--- src/rtl/cache_regfile_pkg.sv ---
// Shared types and helpers for the cache register file.
//   crf_state_t : clear-engine state (IDLE, CLEAR)
//   crf_addr_w  : address width for a given entry count, never below 1 bit
package cache_regfile_pkg;

   typedef enum logic {
      IDLE  = 1'b0,
      CLEAR = 1'b1
   } crf_state_t;

   function automatic int crf_addr_w(input int depth);
      if (depth <= 2) return 1;
      return $clog2(depth);
   endfunction

endpackage

--- src/rtl/cache_register_entry.sv ---
// One row of the cache register file.
// Ports:
//   clk_i   : clock, updates on posedge
//   rst_ni  : asynchronous active-low reset, row goes to 0
//   clr_i   : synchronous clear, wins over ld_i
//   ld_i    : load enable, captures d_i
//   d_i     : load data
//   q_o     : stored value
module cache_register_entry #(
   parameter int WIDTH = 16
) (
   input  logic             clk_i,
   input  logic             rst_ni,
   input  logic             clr_i,
   input  logic             ld_i,
   input  logic [WIDTH-1:0] d_i,
   output logic [WIDTH-1:0] q_o
);

   logic [WIDTH-1:0] data_q;
   logic [WIDTH-1:0] data_d;

   always_comb begin
      data_d = data_q;
      if (clr_i) begin
         data_d = '0;
      end else if (ld_i) begin
         data_d = d_i;
      end
   end

   always_ff @(posedge clk_i or negedge rst_ni) begin
      if (!rst_ni) begin
         data_q <= '0;
      end else begin
         data_q <= data_d;
      end
   end

   assign q_o = data_q;

endmodule

--- src/rtl/cache_register_file.sv ---
// Bank of DEPTH load-enabled registers, WIDTH bits each, with one write port,
// two registered read ports (write-first bypass) and a sequenced bulk clear.
// Ports:
//   CLK, RST_N           : clock; asynchronous active-low reset
//   wr_en/wr_addr/wr_data: write port, out-of-range addresses are dropped
//   rd_en_x/rd_addr_x    : read request for port x (a or b)
//   rd_data_x/rd_vld_x   : registered read result and its 1-cycle valid pulse
//   clr_req              : start a bulk clear (ignored while one is running)
//   busy                 : clear engine running
//   dbg_state            : current clear-engine state
//
// Read handshake: a request is taken on the posedge where rd_en_x=1, the engine
// is idle and no clear is being accepted; exactly one cycle later rd_vld_x
// pulses for one cycle with rd_data_x. There is no back-pressure. Requests not
// taken produce no pulse, and rd_data_x holds its previous value.
module cache_register_file
   import cache_regfile_pkg::*;
#(
   parameter int WIDTH  = 16,
   parameter int DEPTH  = 8,
   parameter int ADDR_W = crf_addr_w(DEPTH)
) (
   input  logic              CLK,
   input  logic              RST_N,
   input  logic              wr_en,
   input  logic [ADDR_W-1:0] wr_addr,
   input  logic [WIDTH-1:0]  wr_data,
   input  logic              rd_en_a,
   input  logic [ADDR_W-1:0] rd_addr_a,
   output logic [WIDTH-1:0]  rd_data_a,
   output logic              rd_vld_a,
   input  logic              rd_en_b,
   input  logic [ADDR_W-1:0] rd_addr_b,
   output logic [WIDTH-1:0]  rd_data_b,
   output logic              rd_vld_b,
   input  logic              clr_req,
   output logic              busy,
   output crf_state_t        dbg_state
);

   // One extra bit so DEPTH itself is representable for the range check.
   localparam logic [ADDR_W:0]   DEPTH_EXT = (ADDR_W+1)'(DEPTH);
   localparam logic [ADDR_W-1:0] LAST_IDX  = ADDR_W'(DEPTH - 1);

   crf_state_t        state_q, state_d;
   logic [ADDR_W-1:0] clr_idx_q, clr_idx_d;

   logic [WIDTH-1:0]  entry_q [DEPTH];
   logic [DEPTH-1:0]  clr_sel;
   logic [DEPTH-1:0]  ld_sel;

   logic              idle;
   logic              wr_ok;
   logic              rd_ok_a;
   logic              rd_ok_b;

   logic [WIDTH-1:0]  rd_data_a_q, rd_data_a_d;
   logic [WIDTH-1:0]  rd_data_b_q, rd_data_b_d;
   logic              rd_vld_a_q, rd_vld_b_q;

   // A cycle that accepts clr_req is already owned by the clear: its write and
   // reads are discarded along with everything else.
   assign idle    = (state_q == IDLE);
   assign wr_ok   = idle && !clr_req && wr_en && ({1'b0, wr_addr} < DEPTH_EXT);
   assign rd_ok_a = idle && !clr_req && rd_en_a;
   assign rd_ok_b = idle && !clr_req && rd_en_b;

   // ---------------------------------------------------------------- FSM
   always_comb begin
      state_d   = state_q;
      clr_idx_d = clr_idx_q;
      case (state_q)
         IDLE: begin
            if (clr_req) begin
               state_d   = CLEAR;
               clr_idx_d = '0;
            end
         end
         CLEAR: begin
            clr_idx_d = clr_idx_q + ADDR_W'(1);
            if (clr_idx_q == LAST_IDX) begin
               state_d   = IDLE;
               clr_idx_d = '0;
            end
         end
         default: begin
            state_d   = IDLE;
            clr_idx_d = '0;
         end
      endcase
   end

   always_ff @(posedge CLK or negedge RST_N) begin
      if (!RST_N) begin
         state_q   <= IDLE;
         clr_idx_q <= '0;
      end else begin
         state_q   <= state_d;
         clr_idx_q <= clr_idx_d;
      end
   end

   assign busy      = (state_q == CLEAR);
   assign dbg_state = state_q;

   // ---------------------------------------------------------------- entries
   for (genvar g = 0; g < DEPTH; g++) begin : g_entry
      assign clr_sel[g] = (state_q == CLEAR) && (clr_idx_q == ADDR_W'(g));
      assign ld_sel[g]  = wr_ok && (wr_addr == ADDR_W'(g));

      cache_register_entry #(
         .WIDTH (WIDTH)
      ) u_entry (
         .clk_i  (CLK),
         .rst_ni (RST_N),
         .clr_i  (clr_sel[g]),
         .ld_i   (ld_sel[g]),
         .d_i    (wr_data),
         .q_o    (entry_q[g])
      );
   end

   // ---------------------------------------------------------------- reads
   // Out-of-range addresses match no entry and can never be written, so they
   // fall through to 0. An accepted write to the same address wins.
   function automatic logic [WIDTH-1:0] read_value(input logic [ADDR_W-1:0] addr);
      logic [WIDTH-1:0] val;
      val = '0;
      for (int i = 0; i < DEPTH; i++) begin
         if (addr == ADDR_W'(i)) val = entry_q[i];
      end
      if (wr_ok && (wr_addr == addr)) val = wr_data;
      return val;
   endfunction

   always_comb begin
      rd_data_a_d = rd_data_a_q;
      rd_data_b_d = rd_data_b_q;
      if (rd_ok_a) rd_data_a_d = read_value(rd_addr_a);
      if (rd_ok_b) rd_data_b_d = read_value(rd_addr_b);
   end

   always_ff @(posedge CLK or negedge RST_N) begin
      if (!RST_N) begin
         rd_data_a_q <= '0;
         rd_data_b_q <= '0;
         rd_vld_a_q  <= 1'b0;
         rd_vld_b_q  <= 1'b0;
      end else begin
         rd_data_a_q <= rd_data_a_d;
         rd_data_b_q <= rd_data_b_d;
         rd_vld_a_q  <= rd_ok_a;
         rd_vld_b_q  <= rd_ok_b;
      end
   end

   assign rd_data_a = rd_data_a_q;
   assign rd_data_b = rd_data_b_q;
   assign rd_vld_a  = rd_vld_a_q;
   assign rd_vld_b  = rd_vld_b_q;

endmodule
--- config.mk ---
export PLATFORM = sky130hd
export DESIGN_NAME = cache_register_file
export DESIGN_NICKNAME = d
export VERILOG_FILES = /design/src/rtl/cache_regfile_pkg.sv /design/src/rtl/cache_register_entry.sv /design/src/rtl/cache_register_file.sv
export SDC_FILE = /design/constraint.sdc
export NUM_CORES = 1
export LEC_CHECK = 0
export CAP_MARGIN = 20
export CORE_MARGIN = 5
export CORE_UTILIZATION = 45
export CTS_BUF_LIST = sky130_fd_sc_hd__clkbuf_4 sky130_fd_sc_hd__clkbuf_8
export CTS_CLUSTER_SIZE = 16
export DETAILED_ROUTE_END_ITERATION = 16
export GPL_TIMING_DRIVEN = 0
export PLACE_DENSITY = 0.63
export SETUP_SLACK_MARGIN = 0.2
export SYNTH_ARGS = -nofsm -noshare
export SYNTH_HDL_FRONTEND = slang
export SYNTH_SLANG_ARGS = --single-unit
--- constraint.sdc ---
create_clock -name CLK -period 4.3 [get_ports CLK]
set_clock_uncertainty 0.1 [all_clocks]
set_input_delay 0.86 -clock CLK [delete_from_list [all_inputs] [get_ports CLK]]
set_output_delay 0.86 -clock CLK [all_outputs]
set_load 0.02 [all_outputs]
# == Word-level counts from Yosys, hierarchy flattened ==
# Index checks and enable logic that the tools add are counted.
# classes
addsub,1
mul,0
div_mod_pow,0
magnitude_cmp,0
eq_ne,31
shifts,0
muxes,40
bitwise,1
reduce_logical,35
# op_table
op,count
16-bit two-way mux,34
3-bit == test (second input constant),16
3-bit by 2-bit == test with 1-bit output (second input constant),8
1-bit logical AND,22
2-bit nonzero test,8
3-bit by 1-bit == test with 1-bit output (second input constant),4
3-bit zero test,4
3-bit == test,2
3-bit two-way mux,2
3-bit one-hot mux with 2 select lines,1
3-bit by 1-bit adder with 3-bit output (second input constant),1
1-bit two-way mux,2
2-bit inequality test (second input constant),1
1-bit one-hot mux with 2 select lines,1
1-bit zero test,1
1-bit NOT,1
# word_totals
ff_bits,166
latchBits,0
mem_bits_rw,0
mem_bits_ro,0
out_inout_bits,36
wordCells,122
mem_count,0

# == Logic depth before layout (Yosys ltp) ==
# logic_depth
word_depth,10
mapped_depth,8

# == Cells and area by module ==
# A second synthesis with hierarchy kept.
# unflattened
cells_unflattened,781
area_unflattened_um2,9302.7
# modules_own_cells
mod,n_inst,cells_per_inst,area_each_um2,seq_area_each_um2
cache_register_entry,8,52,660.6,400.4
cache_register_file,1,365,4017.6,950.9

# == Worst setup path after synthesis ==
# OpenSTA, ideal clock, no wires.
# synth_path
path_kind,input-to-reg
from,in wr_addr[2]
to,reg g_entry[2].u_entry.data_q[0]
setup_ps,121
arrival_ps,2158
required_time_ps,4079
slack_ps,1921
path_stages,6
path_buffers,2
cell_sequence,buf_2 or3b_1 nor2_2 a31oi_2 buf_2 a22o_1
# synth_between
elab_chain_cells,3
# synth_rtl
element,line,text
"start, declared",cache_register_file.sv:26,"input logic [ADDR_W-1:0] wr_addr,"
3-bit by 2-bit == test with 1-bit output,cache_register_file.sv:109,assign ld_sel[g] = wr_ok && (wr_addr == ADDR_W'(g));
1-bit logical AND,cache_register_file.sv:109,
2-bit nonzero test (no source line),--,
"end signal, assigned",cache_register_entry.sv:36,data_q <= data_d;
"end, declared",cache_register_entry.sv:20,logic [WIDTH-1:0] data_q;
# Every way passes these cells.
# A chain may end at the register's enable or synchronous reset.

# == Worst setup path after layout ==
# layout_path
from,in rd_addr_b[2]
to,reg rd_data_b_q[15] (netlist: rd_data_b[15])
# layout_between
elab_chain_cells,10
word_cells_on_any_way,19
# layout_rtl
element,line,text
"start, declared",cache_register_file.sv:33,"input logic [ADDR_W-1:0] rd_addr_b,"
3-bit zero test,cache_register_file.sv:130,if (addr == ADDR_W'(i)) val = entry_q[i];
16-bit two-way mux (8 in series),cache_register_file.sv:130,
16-bit two-way mux (*),cache_register_file.sv:132,if (wr_ok && (wr_addr == addr)) val = wr_data;
"end signal, assigned",cache_register_file.sv:151,rd_data_b_q <= rd_data_b_d;
"end, declared",cache_register_file.sv:58,"logic [WIDTH-1:0] rd_data_b_q, rd_data_b_d;"
# Every way passes the cells marked *; elsewhere a longest branch is shown, timed or not.

==> impl_metrics.toml <==
[clock_network]
clk_pin_slew_worst_paths_ps = 90
cts_root_buffer = "clkbuf_8"
cts_setup_buffers = 0
cts-resized-gates = 0
cts_hold_buf = 0
numCtsBuffers = 17
cts_sinks = 166
tritoncts = "built"
clockBufferDepth = 2
cts.htree.levels = 4
clkLatencyLatePin_ps = 470

[floorplanning]
ios = 67
die_w_microns = 151
start_util_pct = 45.7
design.core.area_sq_mm = 0.0195
die_area_sq_mm = 0.0227
rows = 51
die_h_microns = 151

[placement]
hpwl_microns = 22000
place_inst = 1171
gp_congestion = 0.982
port_buffers = 45

[worst_setup_path]
cp-end-kind = "flop"
startpoint = "rd_addr_b[2]"
crit_end = "rd_data_b[15]"
r2r_end = "rd_data_a[14]"
crit_arrival_ps = 3180
r2r_cells = 8
cp_max_fo = 10
required_ps = 4550
start_kind = "input port"
ff2ff_setup_slack_ps = 1840
crit_type = "in -> reg"
reg2reg_from = "busy"

[job]
maxCapViolCount = 0

[global_routing]
antenna_found_initial = 0
grt_pass1_wl_microns = 44900
grt-ovfl-total = 0
busiest_layer = "met1"
grt_max_degree = 96
use_met2_pct = 38.1
grt_pass1_vias = 7019
grt_usage_pct = 26.5
met3_usage_pct = 5.12
met1_usage_pct = 41.4

[synth]
syn_inst = 860
syn-num-nets = 897
synth.yosys.seq_area_share_pct = 46.7
avgSynthCellArea_sq_um = 10.3
synth_seq_cells = 166
ys_async_sr_fraction_pct = 100
synth_ff_type = "dfrtp_1"
synth_cell_types = 60
synth-edff-count = 0
synth_area_sq_mm = 0.00890
yosys_warnings = 0

[sta]
setup_viol = 0
slew_headroom_pct = 48.6
hold_viol_final = 0
period_needed_ps = 2940
fmax_mhz = 340
fin_setup_tns_ps = 0
post-route-period-util_pct = 68.3
rsz0062_at_grt = "false"
tightest_slew_ps = 771
drv_slew = 0

[drt]
viasPerCell = 6.19
drt_iter0_markers = 788
vias = 7437
firstDrtPassIters = 5
wl_per_cell_microns = 24.3
antenna_left = 0
wl_microns = 29300
drc = 0

[pwr]
p_switching_uw = 1850
power_density_mw_per_mm2 = 509
ir_drop_uv = 263
pwr-share-comb_pct = 33.1
pwr-share-clk_pct = 25.0
total_power_uw = 5180
p_sw_share_pct = 35.7
p_leak_uw = 0.00442
seq_power_share_pct = 41.9
p_int_uw = 3330

[finish]
fin_util_pct = 52.2
areaGrowthSynthToFinish_pct = 14.2
multi_input_area_sq_mm = 0.00432
final_common_cell = "dfrtp_1"
instances_no_fill = 1202
layout.nets = 962
ff_latch_area_sq_mm = 0.00415
mostFrequentLayoutCells = "dfrtp_1 (166), a22o_1 (129), o21ai_0 (68), nor2_1 (52), nand2_1 (51)"
drive_above_1_share_pct = 13.7
n_fill_cell = 1777

[worst_hold_path]
hold_class = "in -> async"

[run_status]
status = "finished, final reports clean"
[how the worst min path moves through the flow]
stage | startpoint | end | slack [ps]
floorplan | g_entry[6].u_entry.q_o[12] | g_entry[6].u_entry.q_o[12] | 370
global route | RST_N | clr_idx_q[0] | 270
CTS | RST_N | busy | 260
finish | RST_N | busy | 230
global placement | rd_data_b[12] | rd_data_b[12] | 380
detailed placement | rd_data_b[9] | rd_data_b[9] | 380
[stage by stage]
stage / hold WS, ps / cell area, sq um / setup WS [ps]
floorplan: 366 / 8900 / 1920
global placement: 376 / 9680 / -4630
detailed placement: 376 / 9710 / 933
CTS: 261 / 10200 / 1430
global route: 271 / 10200 / 1210
finish: 233 / 10200 / 1360
[worst max-delay path, cell delays in order]
cell and delay [ps]:
clkdlybuf4s50_1 570, buf_2 330, or2_2 190, clkbuf_1 430
nor2_1 180, o22ai_1 280, o2111ai_1 180, a21boi_0 160
[layer usage]
metal | share of wire, % | wire length (microns)
met1 | 47 | 13900
met2 | 43 | 12600
met3 | 8.4 | 2450
met4 | 1.2 | 354
met5 | 0 | 0
[final cells by class]
type / instances / share of cell area (%)
clock inverters: 12 / 1.99
flip-flops and latches: 166 / 40.9
diodes: 1 / 0.0246
well taps: 265 / 3.26
multi-input cells: 596 / 42.5
clock buffers: 18 / 2.38
repair buffers: 46 / 4.75
inverters: 12 / 0.443
plain buffers: 86 / 3.76
[kinds of logic after synthesis]
group | count (synthesis) | share of synthesized area, %
buffers and inverters | 98 | 4.79
adders and majority gates | 6 | 0.844
and+or+nand+nor | 194 | 11.2
DFF | 166 | 46.7
AOI/OAI and AO/OA | 311 | 26.1
muxes | 79 | 9.76
xor gates and xnor gates | 6 | 0.590
[sequential cells by signal, indices dropped and copies added (netlist names)]
register             flops
g_entry.u_entry.q_o    128
rd_vld_a                 1
rd_vld_b                 1
clr_idx_q                3
rd_data_b               16
busy                     1
rd_data_a               16
[cells in the mapped netlist, types with 2 or more instances]
cell type / number / area [sq um]
dfrtp_1: 166 / 4150
a22o_1: 129 / 1130
o21ai_0: 68 / 340
nor2_1: 52 / 195
nand2_1: 51 / 191
mux2i_1: 44 / 440
buf_2: 38 / 190
mux2_2: 32 / 360
clkbuf_1: 31 / 116
a21oi_1: 29 / 145
nor3_1: 22 / 110
o22ai_1: 22 / 138
buf_1: 15 / 56.3
nand3_1: 15 / 75.1
inv_1: 11 / 41.3
o2111a_1: 10 / 113
o211ai_1: 8 / 60.1
ha_1: 6 / 75.1
nand2b_1: 6 / 37.5
o2111ai_1: 6 / 52.6
xnor2_1: 6 / 52.6
a21boi_1: 5 / 37.5
a2bb2oi_1: 5 / 43.8
a31oi_2: 5 / 62.6
nand3b_1: 5 / 37.5
nor2b_1: 5 / 31.3
or3_1: 5 / 31.3
a211oi_1: 4 / 30.0
a31oi_1: 4 / 25.0
and3b_1: 4 / 35.0
nor2_2: 4 / 25.0
and2_1: 3 / 18.8
and4b_1: 3 / 30.0
mux4_2: 3 / 67.6
nor2_4: 3 / 33.8
nor4_1: 3 / 18.8
nor4bb_1: 3 / 30.0
o21a_1: 3 / 22.5
a2111oi_0: 2 / 17.5
a211o_1: 2 / 17.5
a32oi_1: 2 / 17.5
nor3_4: 2 / 32.5
[power groups by stage]
stage | sequential, uW | combinational, uW | clock [uW]
3_5_place_dp | 2180 | 1710 | 0
3_3_place_gp | 2180 | 1680 | 0
4_1_cts | 2160 | 1710 | 1310
6_report | 2170 | 1710 | 1300
2_1_floorplan | 2300 | 877 | 0
5_1_grt | 2210 | 1850 | 1380
Power figures use the tool's default switching activity.
